--- config.mk ---
export PLATFORM = sky130hd
export DESIGN_NAME = axistream_unpack
export DESIGN_NICKNAME = d
export VERILOG_FILES = /design/src/rtl/axistream_pkg.sv /design/src/rtl/axistream_keep_sel.sv /design/src/rtl/axistream_unpack.sv
export SDC_FILE = /design/constraint.sdc
export NUM_CORES = 1
export LEC_CHECK = 0
export CAP_MARGIN = 5
export CORE_MARGIN = 3
export CORE_UTILIZATION = 37
export CTS_CLUSTER_DIAMETER = 200
export DETAILED_ROUTE_END_ITERATION = 12
export PLACE_DENSITY = 0.68
export SETUP_SLACK_MARGIN = 0.15
export SYNTH_ARGS = -nofsm -noshare
export SYNTH_HDL_FRONTEND = slang
export SYNTH_SLANG_ARGS = --single-unit
--- constraint.sdc ---
create_clock -name clk -period 2.25 [get_ports clk]
set_input_delay 0.45 -clock clk [delete_from_list [all_inputs] [get_ports clk]]
set_output_delay 0.45 -clock clk [all_outputs]
set_load 0.02 [all_outputs]
--- src/rtl/axistream_pkg.sv ---
// axistream_pkg: shared helpers for the AXI-Stream packer/unpacker.
// Count width and lane ordering used by both directions.
package axistream_pkg;

  function automatic int clog2_cnt(input int n);
    return $clog2(n + 1);
  endfunction

  function automatic int lane_idx(
    input int i,
    input int n,
    input bit be
  );
    return be ? (n - 1 - i) : i;
  endfunction

  function automatic int out_lane(
    input int n,
    input bit be
  );
    return lane_idx(0, n, be);
  endfunction

endpackage

--- src/rtl/axistream_keep_sel.sv ---
// axistream_keep_sel: picks the next kept lane from a keep mask.
// Also flags when exactly one kept word remains.
module axistream_keep_sel
  import axistream_pkg::*;
#(
  parameter int NUM_PACK   = 4,
  parameter bit BIG_ENDIAN = 1'b0
) (
  input  logic [NUM_PACK-1:0]         mask,
  output logic [$clog2(NUM_PACK)-1:0] lane,
  output logic                        one_left
);

  localparam int LW = $clog2(NUM_PACK);

  logic           found;
  logic [LW-1:0]  j;

  // First set bit in emission order
  always_comb begin
    lane  = '0;
    found = 1'b0;
    j     = '0;
    for (int i = 0; i < NUM_PACK; i++) begin
      j = LW'(lane_idx(i, NUM_PACK, BIG_ENDIAN));
      if (!found && mask[j]) begin
        lane  = j;
        found = 1'b1;
      end
    end
  end

  assign one_left = (mask != '0) &&
    ((mask & (mask - NUM_PACK'(1))) == '0);

endmodule

--- src/rtl/axistream_unpack.sv ---
// axistream_unpack: one wide beat in, NUM_PACK narrow beats out.
// Optional AXISTREAM_UNPACK_TKEEP_EN adds src_tkeep and a null-last error.
module axistream_unpack
  import axistream_pkg::*;
#(
  parameter int DATA_WIDTH = 8,
  parameter int NUM_PACK   = 4,
  parameter bit BIG_ENDIAN = 1'b0
) (
  input  logic                           clk,
  input  logic                           rst_n,
  input  logic                           src_tvalid,
  output logic                           src_tready,
  input  logic [DATA_WIDTH*NUM_PACK-1:0] src_tdata,
  input  logic                           src_tlast,
`ifdef AXISTREAM_UNPACK_TKEEP_EN
  input  logic [NUM_PACK-1:0]            src_tkeep,
  output logic                           tkeep_null_last_err,
`endif
  output logic                           dest_tvalid,
  input  logic                           dest_tready,
  output logic [DATA_WIDTH-1:0]          dest_tdata,
  output logic                           dest_tlast
);

  localparam int WW = DATA_WIDTH * NUM_PACK;

  logic [WW-1:0] data_buf;
  logic          last_r;
  logic          src_hs;
  logic          dest_hs;

  assign src_hs  = src_tvalid && src_tready;
  assign dest_hs = dest_tvalid && dest_tready;

`ifdef AXISTREAM_UNPACK_TKEEP_EN

  localparam int LW = $clog2(NUM_PACK);

  logic [NUM_PACK-1:0] mask;
  logic [LW-1:0]       lane;
  logic                one_left;
  logic                err_r;

  axistream_keep_sel #(
    .NUM_PACK   (NUM_PACK),
    .BIG_ENDIAN (BIG_ENDIAN)
  ) u_keep_sel (
    .mask     (mask),
    .lane     (lane),
    .one_left (one_left)
  );

  assign dest_tvalid = |mask;
  assign src_tready  = rst_n &&
    ((mask == '0) || (one_left && dest_tready));
  assign dest_tlast  = last_r && one_left;
  assign dest_tdata  = data_buf[lane*DATA_WIDTH +: DATA_WIDTH];
  assign tkeep_null_last_err = err_r;

  // Kept-word mask: reload on accept, clear the sent lane
  always_ff @(posedge clk or negedge rst_n) begin
    if (!rst_n) begin
      mask  <= '0;
      err_r <= 1'b0;
    end else begin
      err_r <= src_hs && (src_tkeep == '0) && src_tlast;
      if (src_hs)
        mask <= src_tkeep;
      else if (dest_hs)
        mask <= mask & ~(NUM_PACK'(1) << lane);
    end
  end

  // Payload capture; lanes are selected, never shifted
  always_ff @(posedge clk) begin
    if (src_hs) begin
      data_buf <= src_tdata;
      last_r   <= src_tlast;
    end
  end

`else

  localparam int CW = clog2_cnt(NUM_PACK);
  localparam int OUT_LO =
    out_lane(NUM_PACK, BIG_ENDIAN) * DATA_WIDTH;
  localparam logic [CW-1:0] CNT_FULL = CW'(NUM_PACK);
  localparam logic [CW-1:0] CNT_ONE  = CW'(1);

  logic [CW-1:0] cnt;

  assign dest_tvalid = (cnt != '0);
  assign src_tready  = rst_n &&
    ((cnt == '0) || ((cnt == CNT_ONE) && dest_tready));
  assign dest_tlast  = last_r && (cnt == CNT_ONE);
  assign dest_tdata  = data_buf[OUT_LO +: DATA_WIDTH];

  // Remaining-word count; reload beats the final decrement
  always_ff @(posedge clk or negedge rst_n) begin
    if (!rst_n)
      cnt <= '0;
    else if (src_hs)
      cnt <= CNT_FULL;
    else if (dest_hs)
      cnt <= cnt - CNT_ONE;
  end

  // Payload capture and shift toward the output lane
  always_ff @(posedge clk) begin
    if (src_hs) begin
      data_buf <= src_tdata;
      last_r   <= src_tlast;
    end else if (dest_hs) begin
      if (BIG_ENDIAN)
        data_buf <= data_buf << DATA_WIDTH;
      else
        data_buf <= data_buf >> DATA_WIDTH;
    end
  end

`endif

endmodule

[Word level (Yosys, flattened, before mapping)]
Cells that the tools add are included.
Word-level totals
  logic and storage cells: 18
  input port bits: 37
  register bits after elaboration: 36
  output and inout bits: 11
Cells by class
  reductions and logical operators: 9
  $add $sub $neg: 1
  eq/ne operators: 1
  muxes and demuxes: 4
Operators by type and width (count)
  32-bit two-way mux: 2
  3-bit two-way mux: 2
  1-bit logical AND: 5
  3-bit by 1-bit == test with 1-bit output, second input constant: 1
  3-bit zero test: 1
  3-bit nonzero test: 1
  3-bit by 1-bit subtractor with 3-bit output, second input constant: 1
  2-bit nonzero test: 1
  1-bit logical OR: 1

[Logic depth before layout (Yosys ltp)]
Gate-level depths: netlist of run 1.
  depth after elaboration: 6
  gate-level depth with buffers: 6
  mapped depth without buffers: 5

[Worst setup path before layout of run 1]
Ideal clock, no wire load.
  kind: reg2reg
  from: register cnt[0]
  to: register data_buf[0], enable pin
  stages on the path, launching flop included: 7
  buffers on the path: 1
  data arrival time: 2.027 ns
  data required time: 1.862 ns
  period minus slack after synthesis: 2.415 ns
  setup time: 0.388 ns
  path slack: -0.165 ns
  cell sequence: dfrtp_1 > inv_1 > ha_1 > a21oi_2 > nor3_4 > buf_2 > a21o_1
Between the ends
  word-level cells in the longest chain between the ends: 6
  elaborated cells between the ends (all ways): 9
  classes of those cells: eq/ne (1); reduce/logical (8)
Ends and longest elaborated chain
  from (decl): RTL line axistream_unpack.sv:91  | logic [CW-1:0] cnt;
  from (signal assigned): RTL line axistream_unpack.sv:106  | cnt <= cnt - CNT_ONE;
  3-bit by 1-bit == test with 1-bit output: RTL line axistream_unpack.sv:95  | ((cnt == '0) || ((cnt == CNT_ONE) && dest_tready));
  1-bit logical AND: RTL line axistream_unpack.sv:95
  1-bit logical OR (*): RTL line axistream_unpack.sv:95
  1-bit logical AND (*): RTL line axistream_unpack.sv:94  | assign src_tready = rst_n &&
  1-bit logical AND (*): RTL line axistream_unpack.sv:33  | assign src_hs = src_tvalid && src_tready;
  via src_hs: RTL line axistream_unpack.sv:30  | logic src_hs;
  2-bit nonzero test (no source line) (*)
  to (signal assigned): RTL line axistream_unpack.sv:112  | data_buf <= src_tdata;
  to (signal assigned): RTL line axistream_unpack.sv:116  | data_buf <= data_buf << DATA_WIDTH;
  to (signal assigned): RTL line axistream_unpack.sv:118  | data_buf <= data_buf >> DATA_WIDTH;
  to (decl): RTL line axistream_unpack.sv:28  | logic [WW-1:0] data_buf;
The timed path passes the listed nets; every way through them passes the cells marked *.
A chain may end at the register's enable or synchronous reset.

[Worst setup path in the final report of run 1]
  from: register cnt[0]
  to: output dest_tvalid
Between the ends
  word-level cells in the longest chain between the ends: 1
Ends and longest elaborated chain
  3-bit nonzero test: RTL line axistream_unpack.sv:93  | assign dest_tvalid = (cnt != '0);
  to (decl): RTL line axistream_unpack.sv:20  | output logic dest_tvalid,
Every way passes these cells.

==> results of run 1 <==
cell families after synthesis:
kind of cell | after synthesis | share of synthesized area, %
flops | 36 | 65.5
mux | 24 | 16.6
simple gates | 16 | 6.54
buf+inv | 13 | 5.85
compound gates | 7 | 3.15
fa+ha+maj | 3 | 2.31
worst min-delay path by stage:
stage	startpoint	endpoint	depth (start not counted)	slack, ns
detailed placement	data_buf[27]$_SDFFCE_PN0P_	data_buf[19]$_DFFE_PP_	1	0.53
finish	rst_n	cnt[2]$_DFFE_PN0P_	2	0.45
CTS	rst_n	cnt[2]$_DFFE_PN0P_	2	0.44
global route	rst_n	cnt[2]$_DFFE_PN0P_	2	0.44
global placement	data_buf[27]$_SDFFCE_PN0P_	data_buf[19]$_DFFE_PP_	1	0.50
floorplan	rst_n	cnt[0]$_DFFE_PN0P_	0	0.15
worst max-delay path: cells and delay by family (launching register included):
kind | cells | cell delay, ns
fa+ha+maj | 1 | 0.25
buf+inv | 2 | 0.44
flops | 1 | 0.36
simple gates | 1 | 0.21
registers in the layout (all words and copies together), names as in the netlist:
signal    count
cnt           3
data_buf     32
last_r        1
repair_timing:
item | in CTS | in global routing
setup endpoints to repair | 3 | 2
pin swaps | 0 | 0
gates resized for setup | 3 | 4
power by group through the flow:
stage          Clock [mW]  Sequential (mW)  Combinational [mW]
2_1_floorplan           0             1.10               0.542
3_3_place_gp            0             1.11               0.771
5_1_grt             0.595             1.13               0.845
6_report            0.541             1.11               0.776
4_1_cts             0.564             1.11               0.788
3_5_place_dp            0             1.12               0.797
Yosys cell counts:
cell type                  number  share of area (%)
sky130_fd_sc_hd__and2_1         8                3.1
sky130_fd_sc_hd__buf_4          8                3.7
sky130_fd_sc_hd__a211o_1        1               0.54
sky130_fd_sc_hd__a21oi_2        1               0.54
sky130_fd_sc_hd__mux2_2        23                 16
sky130_fd_sc_hd__nand3_1        1               0.31
sky130_fd_sc_hd__nor3_4         1                1.0
sky130_fd_sc_hd__a21o_1         2               0.92
sky130_fd_sc_hd__nand2_1        2               0.46
sky130_fd_sc_hd__ha_1           3                2.3
sky130_fd_sc_hd__dfrtp_1        3                4.6
sky130_fd_sc_hd__nand2b_1       1               0.38
sky130_fd_sc_hd__mux2_1         1               0.69
sky130_fd_sc_hd__nor3b_1        1               0.46
sky130_fd_sc_hd__edfxtp_1      33                 61
sky130_fd_sc_hd__buf_6          2                1.4
sky130_fd_sc_hd__and3b_1        1               0.54
sky130_fd_sc_hd__a21oi_1        2               0.62
sky130_fd_sc_hd__inv_1          2               0.46
sky130_fd_sc_hd__buf_2          1               0.31
sky130_fd_sc_hd__nor3_1         1               0.31
sky130_fd_sc_hd__a311oi_1       1               0.54
final cells by class:
| type | count | area [sq um] |
|---|---|---|
| fill | 336 | 1860 |
| clock buffer | 6 | 72.6 |
| inverter | 2 | 7.51 |
| tap | 50 | 62.6 |
| timing repair buffer | 54 | 542 |
| clock inverter | 2 | 35.0 |
| multi-input combinational | 50 | 473 |
| sequential | 36 | 1070 |
stage by stage:
step	power, mW	util, %	TNS, ns
after global placement	1.89	52.4	-0.0137
after CTS	2.46	54.9	0
after floorplan	1.65	-	0
after detailed placement	1.92	52.4	-0.0225
final	2.42	54.9	0
after global routing	2.57	54.9	0
metal layers:
metal,global-route usage (%),share of wire (%)
met1,14.6,45
met2,16.9,44
met3,4.85,9.6
met4,4.38,1.7
met5,0,0
==> impl_summary.log, run 1 <==
INFO  metric core-area = 0.00412 sq mm
INFO  metric setup.worst_path.class = register to output pin
INFO  metric max_clock_freq = 505 MHz
INFO  metric grt_start_max_net_pins = 30
INFO  metric worstPathCellList = inv_1 -> ha_1 -> nand2b_1 -> clkdlybuf4s15_1
INFO  metric io_buffers = 47
INFO  metric fraction_of_power_spent_switching_nets = 26.3%
INFO  metric seq_area_frac_synth = 65.5%
INFO  metric ioPinCount = 48
INFO  metric synth_fp_nets = 139
INFO  metric power.clock.fraction = 22.3%
INFO  metric maxSlewViolCount = 0
INFO  metric final_design_area_no_fill = 0.00226 sq mm
INFO  metric critical_path.max_stage_delay = 0.36 ns
INFO  metric synth.ff_latch_count = 36
INFO  metric dr.first_iter.drc_count = 59
INFO  metric tightestPinTransition = 0.242 ns
INFO  metric crit_path_max_fanout = 6
INFO  metric cp_data_required_time = 1.80 ns
INFO  metric syn2layout_area_growth = 38.8%
INFO  metric wl = 2.68 mm
INFO  metric first_global_vias = 979
INFO  metric finish.cell_count_without_fillers = 200
INFO  metric startpoint_type = register
INFO  metric synth_cell_type_count = 22
INFO  metric drt-pass1-iter-count = 4
INFO  metric synthesized_instance_count = 99
INFO  metric power.net_switching = 0.637 mW
INFO  metric detail_route.vias_per_cell = 4.65
INFO  metric holdWs = 0.451 ns
INFO  metric internal_power = 1.79 mW
INFO  metric layout_worst_path_cycle_share = 88.0%
INFO  metric antenna_found_initial = 0
INFO  metric floorplan.die.height = 72.3 microns
INFO  metric logic_pwr_share = 32.0%
INFO  metric gr-total-overflow = 0
INFO  metric die_area = 0.00523 sq mm
INFO  metric clock_insertion_delay_worst_skew = 0.28 ns
INFO  metric place_congestion = 0.701
INFO  metric final_period_minus_worst_setup_slack = 1.98 ns
INFO  metric cts_made_buffers = 5
INFO  metric timing.reg2reg.setup_slack = 0.29 ns
INFO  metric worstReg2RegStart = cnt[0]$_DFFE_PN0P_
INFO  metric worst_slew_slack_as_a_fraction_of_its_limit = 83.8%
INFO  metric critical_path.reg2reg.endpoint = data_buf[5]$_DFFE_PP_
INFO  metric setup-violations-final = 0
INFO  metric static-leakage-power = 0.845 nW
INFO  metric layout.cells.most_common = sky130_fd_sc_hd__clkdlybuf4s50_1
INFO  metric grt_pass1_wl = 4.43 mm
INFO  metric outcome = completed
INFO  metric final_layout_size_suffix_gt1_share = 27.3%
INFO  metric setup.worst_path.end_class = output pin
INFO  metric p_per_area = 1070 mW/mm^2
INFO  metric final_critical_path_setup_slack = 0.271 ns
INFO  metric synth.avg_cell_area = 16.4 sq um
INFO  metric final_cell_mix = 44 x sky130_fd_sc_hd__clkdlybuf4s50_1, 33 x sky130_fd_sc_hd__edfxtp_1, 23 x sky130_fd_sc_hd__mux2_2
INFO  metric detailedPlacementHpwl = 1.93 mm
INFO  metric detail_route.wl_per_cell = 13.4 microns
INFO  metric antenna_violating_nets_post_route = 0
INFO  metric cts_tree = yes
INFO  metric max_cap_viols = 0
INFO  metric std_cell_rows = 23
INFO  metric holdCritPathClass = input port to async pin
INFO  metric pwr-share-seq = 45.6%
INFO  metric total_count_of_hold_check_failures_in_the_final_report = 0
INFO  metric ff2ff_path_depth = 7
INFO  metric drc = 0
INFO  metric cts.path.max_buffers = 2
INFO  metric fin_worst_skew = 0.00500 ns
INFO  metric syn_area = 0.00163 sq mm
INFO  metric fin_nets = 189
INFO  metric setup.worst_path.start = cnt[0]$_DFFE_PN0P_
INFO  metric post_cts.repair.setup_buffers = 0
INFO  metric ctsHoldBuffers = 0
INFO  metric die_w = 72.3 microns
INFO  metric arrival = 1.53 ns
INFO  metric grt_use_total = 11.3%
INFO  metric start_util = 39.5%
INFO  metric num_vias = 929
INFO  metric place_inst = 192
INFO  metric power.ir.vdd_worst = 0.478 mV
INFO  metric h-tree-depth = 2
INFO  metric detailedPlace.worstSlack = -0.0225 ns
INFO  metric critPathCapture = dest_tvalid
INFO  metric worst_path_max_delay_cell = sky130_fd_sc_hd__dfrtp_1
INFO  metric placed_area = 0.00216 sq mm
INFO  metric clkSinkCount = 36
INFO  metric clkSlewWorstSetupHoldPaths = 0.06 ns
INFO  metric n_antenna_cell = 0
INFO  metric synth_warnings = 0
INFO  metric clk_root_buffer_cell = sky130_fd_sc_hd__clkbuf_8
INFO  metric grt_setup_unrepaired = false
Note: power is estimated with default switching activity, not from simulation.
==> run 2, diff against run 1 <==
--- a/config.mk
+++ b/config.mk
@@ -10,7 +10,7 @@
 export CORE_UTILIZATION = 37
 export CTS_CLUSTER_DIAMETER = 200
 export DETAILED_ROUTE_END_ITERATION = 12
-export PLACE_DENSITY = 0.68
+export DONT_BUFFER_PORTS = 1
 export SETUP_SLACK_MARGIN = 0.15
 export SYNTH_ARGS = -nofsm -noshare
 export SYNTH_HDL_FRONTEND = slang
==> constraint.sdc (replaced) <==
create_clock -name clk -period 2.45 [get_ports clk]
set_input_delay 0.49 -clock clk [delete_from_list [all_inputs] [get_ports clk]]
set_output_delay 0.49 -clock clk [all_outputs]
set_load 0.02 [all_outputs]
==> run 2 against run 1 <==
Hold slack got worse by 0.15 ns. Worst setup slack improved by 0.28 ns. Critical path depth increased by 1. Clock power decreased by 27%. Design area decreased by 22%. Global-route usage decreased by 1.3 points. Critical path type unchanged.
==> impl_summary.log, run 2 (synthesis results as in run 1) <==
INFO  metric first_global_vias = 784
INFO  metric cts.path.max_buffers = 2
INFO  metric holdCritPathClass = input port to register
INFO  metric grt_start_max_net_pins = 38
INFO  metric syn2layout_area_growth = 7.69%
INFO  metric power.ir.vdd_worst = 0.420 mV
INFO  metric wl = 2.47 mm
INFO  metric cts_tree = yes
INFO  metric ioPinCount = 48
INFO  metric static-leakage-power = 0.629 nW
INFO  metric num_vias = 770
INFO  metric grt_pass1_wl = 3.81 mm
INFO  metric worstPathCellList = inv_1 -> ha_1 -> a21oi_2 -> nor3b_1 -> buf_4
INFO  metric post_cts_resized = 0
INFO  metric ctsHoldBuffers = 1
INFO  metric biggestRegsByFlops = data_buf: 32 flops, cnt: 3 flops, last_r: 1 flops
INFO  metric setup.worst_path.class = register to output pin
INFO  metric flip_flop_count_of_the_largest_register_all_copies_and_words_added = 32
INFO  metric startpoint_type = register
INFO  metric detailedPlacementHpwl = 1.75 mm
INFO  metric cpLargestDelayFamily = flip-flops
INFO  metric floorplan.die.height = 72.3 microns
INFO  metric clock_insertion_delay_worst_skew = 0.28 ns
INFO  metric setup-tns-final = 0 ns
INFO  metric worst_path_max_delay_cell = sky130_fd_sc_hd__dfrtp_1
INFO  metric fin_worst_skew = 0.00451 ns
INFO  metric clkSlewWorstSetupHoldPaths = 0.07 ns
INFO  metric final_period_minus_worst_setup_slack = 1.90 ns
INFO  metric total_count_of_hold_check_failures_in_the_final_report = 0
INFO  metric clkSinkCount = 36
INFO  metric detail_route.vias_per_cell = 5.10
INFO  metric final_layout_size_suffix_gt1_share = 35.6%
INFO  metric die_w = 72.3 microns
INFO  metric h-tree-depth = 2
INFO  metric maxSlewViolCount = 0
INFO  metric grt_setup_unrepaired = false
INFO  metric detail_route.wl_per_cell = 16.4 microns
INFO  metric ff2ff_path_depth = 7
INFO  metric core-area = 0.00412 sq mm
INFO  metric worstReg2RegStart = cnt[0]$_DFFE_PN0P_
INFO  metric n_antenna_cell = 0
INFO  metric outcome = completed
INFO  metric arrival = 1.41 ns
INFO  metric hold_start = src_tlast
INFO  metric critical_path.max_stage_delay = 0.38 ns
INFO  metric cp_data_required_time = 1.96 ns
INFO  metric grt_use_total = 10.1%
INFO  metric fin_nets = 140
INFO  metric critical_path.reg2reg.endpoint = data_buf[2]$_DFFE_PP_
INFO  metric clk_root_buffer_cell = sky130_fd_sc_hd__clkbuf_8
INFO  metric timing.reg2reg.setup_slack = 0.61 ns
INFO  metric p_per_area = 1110 mW/mm^2
INFO  metric worst-path-buf-inv = 2
INFO  metric hold_path_depth = 0
INFO  metric antenna_found_initial = 0
INFO  metric die_area = 0.00523 sq mm
INFO  metric std_cell_rows = 23
INFO  metric largest_register = data_buf
INFO  metric final_cell_mix = 33 x sky130_fd_sc_hd__edfxtp_1, 23 x sky130_fd_sc_hd__mux2_2, 8 x sky130_fd_sc_hd__and2_1
INFO  metric cts_made_buffers = 5
INFO  metric antenna_violating_nets_post_route = 0
INFO  metric tightestPinTransition = 0.404 ns
INFO  metric worst_slew_slack_as_a_fraction_of_its_limit = 73.0%
INFO  metric gr-total-overflow = 0
INFO  metric max_cap_viols = 0
INFO  metric layout.cells.most_common = sky130_fd_sc_hd__edfxtp_1
INFO  metric holdWs = 0.302 ns
INFO  metric io_buffers = 0
INFO  metric start_util = 39.5%
INFO  metric place_congestion = 0.612
INFO  metric dr.first_iter.drc_count = 24
INFO  metric crit_path_max_fanout = 4
INFO  metric drt-pass1-iter-count = 2
INFO  metric max_clock_freq = 526 MHz
INFO  metric drc = 0
INFO  metric post_cts.repair.setup_buffers = 0
INFO  metric layout_worst_path_cycle_share = 77.6%
INFO  metric timing.hold.worst_endpoint = last_r$_DFFE_PP_
INFO  metric setup.worst_path.end_class = output pin
INFO  metric setup-violations-final = 0
-- run 2: changes by cell type in the layout (fill, tap and decap cells not counted), sizes merged --
cell	previous run	this run
buf	7	4
clkdlybuf4s15	1	0
clkdlybuf4s50	44	0
dlygate4sd2	1	0
dlygate4sd3	0	1
clkbuf	7	6
bufinv	1	0
clkinvlp	0	1
-- run 2: how the worst max path moves through the flow --
stage,slack [ns],cells after the start,end,from
after floorplan,0.30,6,data_buf[0]$_DFFE_PP_,cnt[0]$_DFFE_PN0P_
after global placement,0.67,7,data_buf[11]$_DFFE_PP_,cnt[0]$_DFFE_PN0P_
after detailed placement,0.59,7,data_buf[21]$_DFFE_PP_,cnt[0]$_DFFE_PN0P_
after CTS,0.52,5,src_tready,cnt[0]$_DFFE_PN0P_
after global routing,0.42,5,src_tready,cnt[0]$_DFFE_PN0P_
final,0.55,5,src_tready,cnt[0]$_DFFE_PN0P_
-- run 2: cell type report --
type,count,area [sq um]
timing repair buffer,5,65.1
clock inverter,2,11.3
clock buffer,6,72.6
multi-input combinational,50,467
inverter,2,7.51
tap,50,62.6
fill,372,2360
sequential,36,1070
-- run 2: report_power, final --
part | switching, mW | leakage [nW] | internal, mW
Sequential | 0.130 | 0.362 | 0.959
Combinational | 0.231 | 0.228 | 0.231
Clock | 0.200 | 0.0388 | 0.197
-- run 2: through the flow --
stage | instances | area, sq um | setup slack, ns | utilization (%) | power (mW)
after global routing | 151 | 1750 | 0.422 | 42.6 | 2.06
after floorplan | 99 | 1630 | 0.303 | - | 1.51
after detailed placement | 142 | 1660 | 0.593 | 40.3 | 1.57
final | 151 | 1750 | 0.549 | 42.6 | 1.95
after CTS | 151 | 1750 | 0.523 | 42.6 | 1.98
after global placement | 142 | 1660 | 0.667 | 40.3 | 1.54
-- run 2: per-layer routing --
metal	GRT usage, %	part of all wire (%)
met5	0	0
met4	3.13	1.1
met3	7.06	11
met2	16.2	50
met1	10.4	38
==> run 3, diff against run 2 <==
==> constraint.sdc (replaced) <==
create_clock -name clk -period 1.5 [get_ports clk]
set_input_delay 0.3 -clock clk [delete_from_list [all_inputs] [get_ports clk]]
set_output_delay 0.3 -clock clk [all_outputs]
set_load 0.02 [all_outputs]
==> run 3 against run 2 <==
The flow now finishes with violations (negative setup slack). Critical path depth rose by 3. Total power increased by 99%. Clock-buffer cell count did not move. Sequential power up 63%. Via count grew 3.9%. Cell count rose by 9.9%. Critical path type is now register to register.
==> impl_summary.log, run 3 (synthesis results as in run 1) <==
INFO  metric flip_flop_count_of_the_largest_register_all_copies_and_words_added = 32
INFO  metric total_power = 3.87 mW
INFO  metric critical_path.max_stage_delay = 0.41 ns
INFO  metric n_antenna_cell = 0
INFO  metric startpoint_type = register
INFO  metric power.ir.vdd_worst = 0.966 mV
INFO  metric setup.worst_path.end_class = register
INFO  metric hold_start = src_tlast
INFO  metric num_vias = 800
INFO  metric outcome = finished with violations
INFO  metric floorplan.die.height = 72.3 microns
INFO  metric detail_route.wl_per_cell = 15.6 microns
INFO  metric clk_root_buffer_cell = sky130_fd_sc_hd__clkbuf_8
INFO  metric die_area = 0.00523 sq mm
INFO  metric worst_slew_slack_as_a_fraction_of_its_limit = 86.4%
INFO  metric dr.first_iter.drc_count = 46
INFO  metric max_cap_viols = 0
INFO  metric grt_start_max_net_pins = 20
INFO  metric violated_checks = negative setup slack
INFO  metric fin_nets = 155
INFO  metric fin_worst_skew = 0.00457 ns
INFO  metric start_util = 39.5%
INFO  metric drt-pass1-iter-count = 4
INFO  metric holdCritPathClass = input port to register
INFO  metric critical-path-top-cell-by-count = sky130_fd_sc_hd__buf_12
INFO  metric syn2layout_area_growth = 25.5%
INFO  metric ioPinCount = 48
INFO  metric h-tree-depth = 2
INFO  metric ff2ff_path_depth = 8
INFO  metric critical_path.reg2reg.endpoint = data_buf[9]$_DFFE_PP_
INFO  metric fill_cells = 357
INFO  metric cp_data_required_time = 1.54 ns
INFO  metric clkSinkCount = 36
INFO  metric io_buffers = 0
INFO  metric tightestPinTransition = 0.203 ns
INFO  metric total_count_of_hold_check_failures_in_the_final_report = 0
INFO  metric antenna_found_initial = 0
INFO  metric grt_setup_unrepaired = true
INFO  metric biggestRegsByFlops = data_buf: 32 flops, cnt: 3 flops, last_r: 1 flops
INFO  metric static-leakage-power = 0.773 nW
INFO  metric grt_pass1_wl = 4.26 mm
INFO  metric antenna_violating_nets_post_route = 0
INFO  metric largest_register = data_buf
INFO  metric timing.hold.worst_endpoint = last_r$_DFFE_PP_
INFO  metric worst_path_max_delay_cell = sky130_fd_sc_hd__dfrtp_1
INFO  metric p_per_area = 1900 mW/mm^2
INFO  metric worstReg2RegStart = cnt[0]$_DFFE_PN0P_
INFO  metric clock_insertion_delay_worst_skew = 0.28 ns
INFO  metric maxSlewViolCount = 0
INFO  metric final_layout_size_suffix_gt1_share = 52.6%
INFO  metric setup-tns-final = -11.64 ns
INFO  metric cts_tree = yes
INFO  metric grt_use_total = 10.9%
INFO  metric hold_path_depth = 0
INFO  metric layout.cells.most_common = sky130_fd_sc_hd__edfxtp_1
INFO  metric cts_made_buffers = 5
INFO  metric finish.utilization = 49.6%
INFO  metric holdWs = 0.119 ns
INFO  metric detail_route.vias_per_cell = 4.82
INFO  metric final_cell_mix = 33 x sky130_fd_sc_hd__edfxtp_1, 14 x sky130_fd_sc_hd__mux2_2, 10 x sky130_fd_sc_hd__mux2_4
INFO  metric max_clock_freq = 586 MHz
INFO  metric place_congestion = 0.744
INFO  metric setup-violations-final = 68
INFO  metric drc = 0
INFO  metric timing.reg2reg.setup_slack = -0.21 ns
INFO  metric clkSlewWorstSetupHoldPaths = 0.07 ns
INFO  metric arrival = 1.75 ns
INFO  metric gr-total-overflow = 0
INFO  metric cts.path.max_buffers = 2
INFO  metric wl = 2.59 mm
INFO  metric std_cell_rows = 23
INFO  metric crit_path_max_fanout = 19
INFO  metric die_w = 72.3 microns
INFO  metric core-area = 0.00412 sq mm
INFO  metric final_critical_path_setup_slack = -0.207 ns
INFO  metric final_period_minus_worst_setup_slack = 1.71 ns
INFO  metric layout_worst_path_cycle_share = 114%
INFO  metric first_global_vias = 898
INFO  metric setup.worst_path.class = register to register
INFO  metric worstPathCellList = inv_2 -> ha_4 -> a21oi_4 -> nor3_4 -> buf_6 -> buf_12 -> a21o_4 -> buf_12
==> run 3: changes by cell type in the layout (fill, tap and decap cells not counted), sizes merged <==
cell,delta
bufinv,+1
buf,+15
clkinvlp,-1
==> run 3: critical path: cells and delay by family (launching register included) <==
kind            cells  cell delay (ns)
buf+inv             4             0.49
fa+ha+maj           1             0.17
flops               1             0.41
compound gates      2             0.35
simple gates        1             0.05
==> run 3: cell type report <==
class	instances	area [sq um]	area share (%)
multi-input cells	50	562	27.5
well taps	50	62.6	3.06
clock buffers	6	72.6	3.55
flip-flops and latches	36	1070	52.2
clock inverters	2	35.0	1.72
inverters	2	7.51	0.368
repair buffers	20	236	11.6
==> run 3: per-layer routing <==
| layer | vias up | GRT usage, % | routed length [microns] |
|---|---|---|---|
| met5 | - | 0 | 0 |
| met4 | 0 | 3.76 | 11 |
| met3 | 2 | 5.82 | 276 |
| met2 | 36 | 19.7 | 1400 |
| met1 | 371 | 10.3 | 897 |
| li1 | 391 | - | - |
==> run 3: timing repair <==
| action | CTS | global route |
|---|---|---|
| setup endpoints to repair | 71 | 71 |
| pin swaps | 2 | 1 |
| gates resized for setup | 10 | 3 |
| hold buffers | 1 | 0 |
| setup buffers | 4 | 2 |
| gates cloned | 1 | 0 |
| endpoints found under the hold margin | 3 | 0 |
==> run 3: through the flow <==
| stage | setup slack (ns) | area [sq um] | cells |
|---|---|---|---|
| 6_report | -0.207 | 2040 | 166 |
| 5_1_grt | -0.276 | 2040 | 166 |
| 4_1_cts | -0.234 | 2020 | 164 |
| 3_5_place_dp | -0.242 | 1800 | 150 |
| 3_3_place_gp | -0.185 | 1800 | 150 |
| 2_1_floorplan | -0.303 | 1700 | 99 |
==> run 3: worst max-delay path by stage <==
stage,start,to
CTS,cnt[1]$_DFFE_PN0P_,data_buf[12]$_DFFE_PP_
global route,cnt[1]$_DFFE_PN0P_,data_buf[8]$_DFFE_PP_
detailed placement,cnt[1]$_DFFE_PN0P_,data_buf[8]$_DFFE_PP_
global placement,cnt[1]$_DFFE_PN0P_,data_buf[3]$_DFFE_PP_
floorplan,cnt[0]$_DFFE_PN0P_,data_buf[0]$_DFFE_PP_
finish,cnt[0]$_DFFE_PN0P_,data_buf[9]$_DFFE_PP_
==> run 3: report_power, final <==
group	total, mW	internal, mW	switching [mW]
combinational	1.28	0.764	0.519
clock	0.813	0.493	0.320
sequential	1.78	1.57	0.209
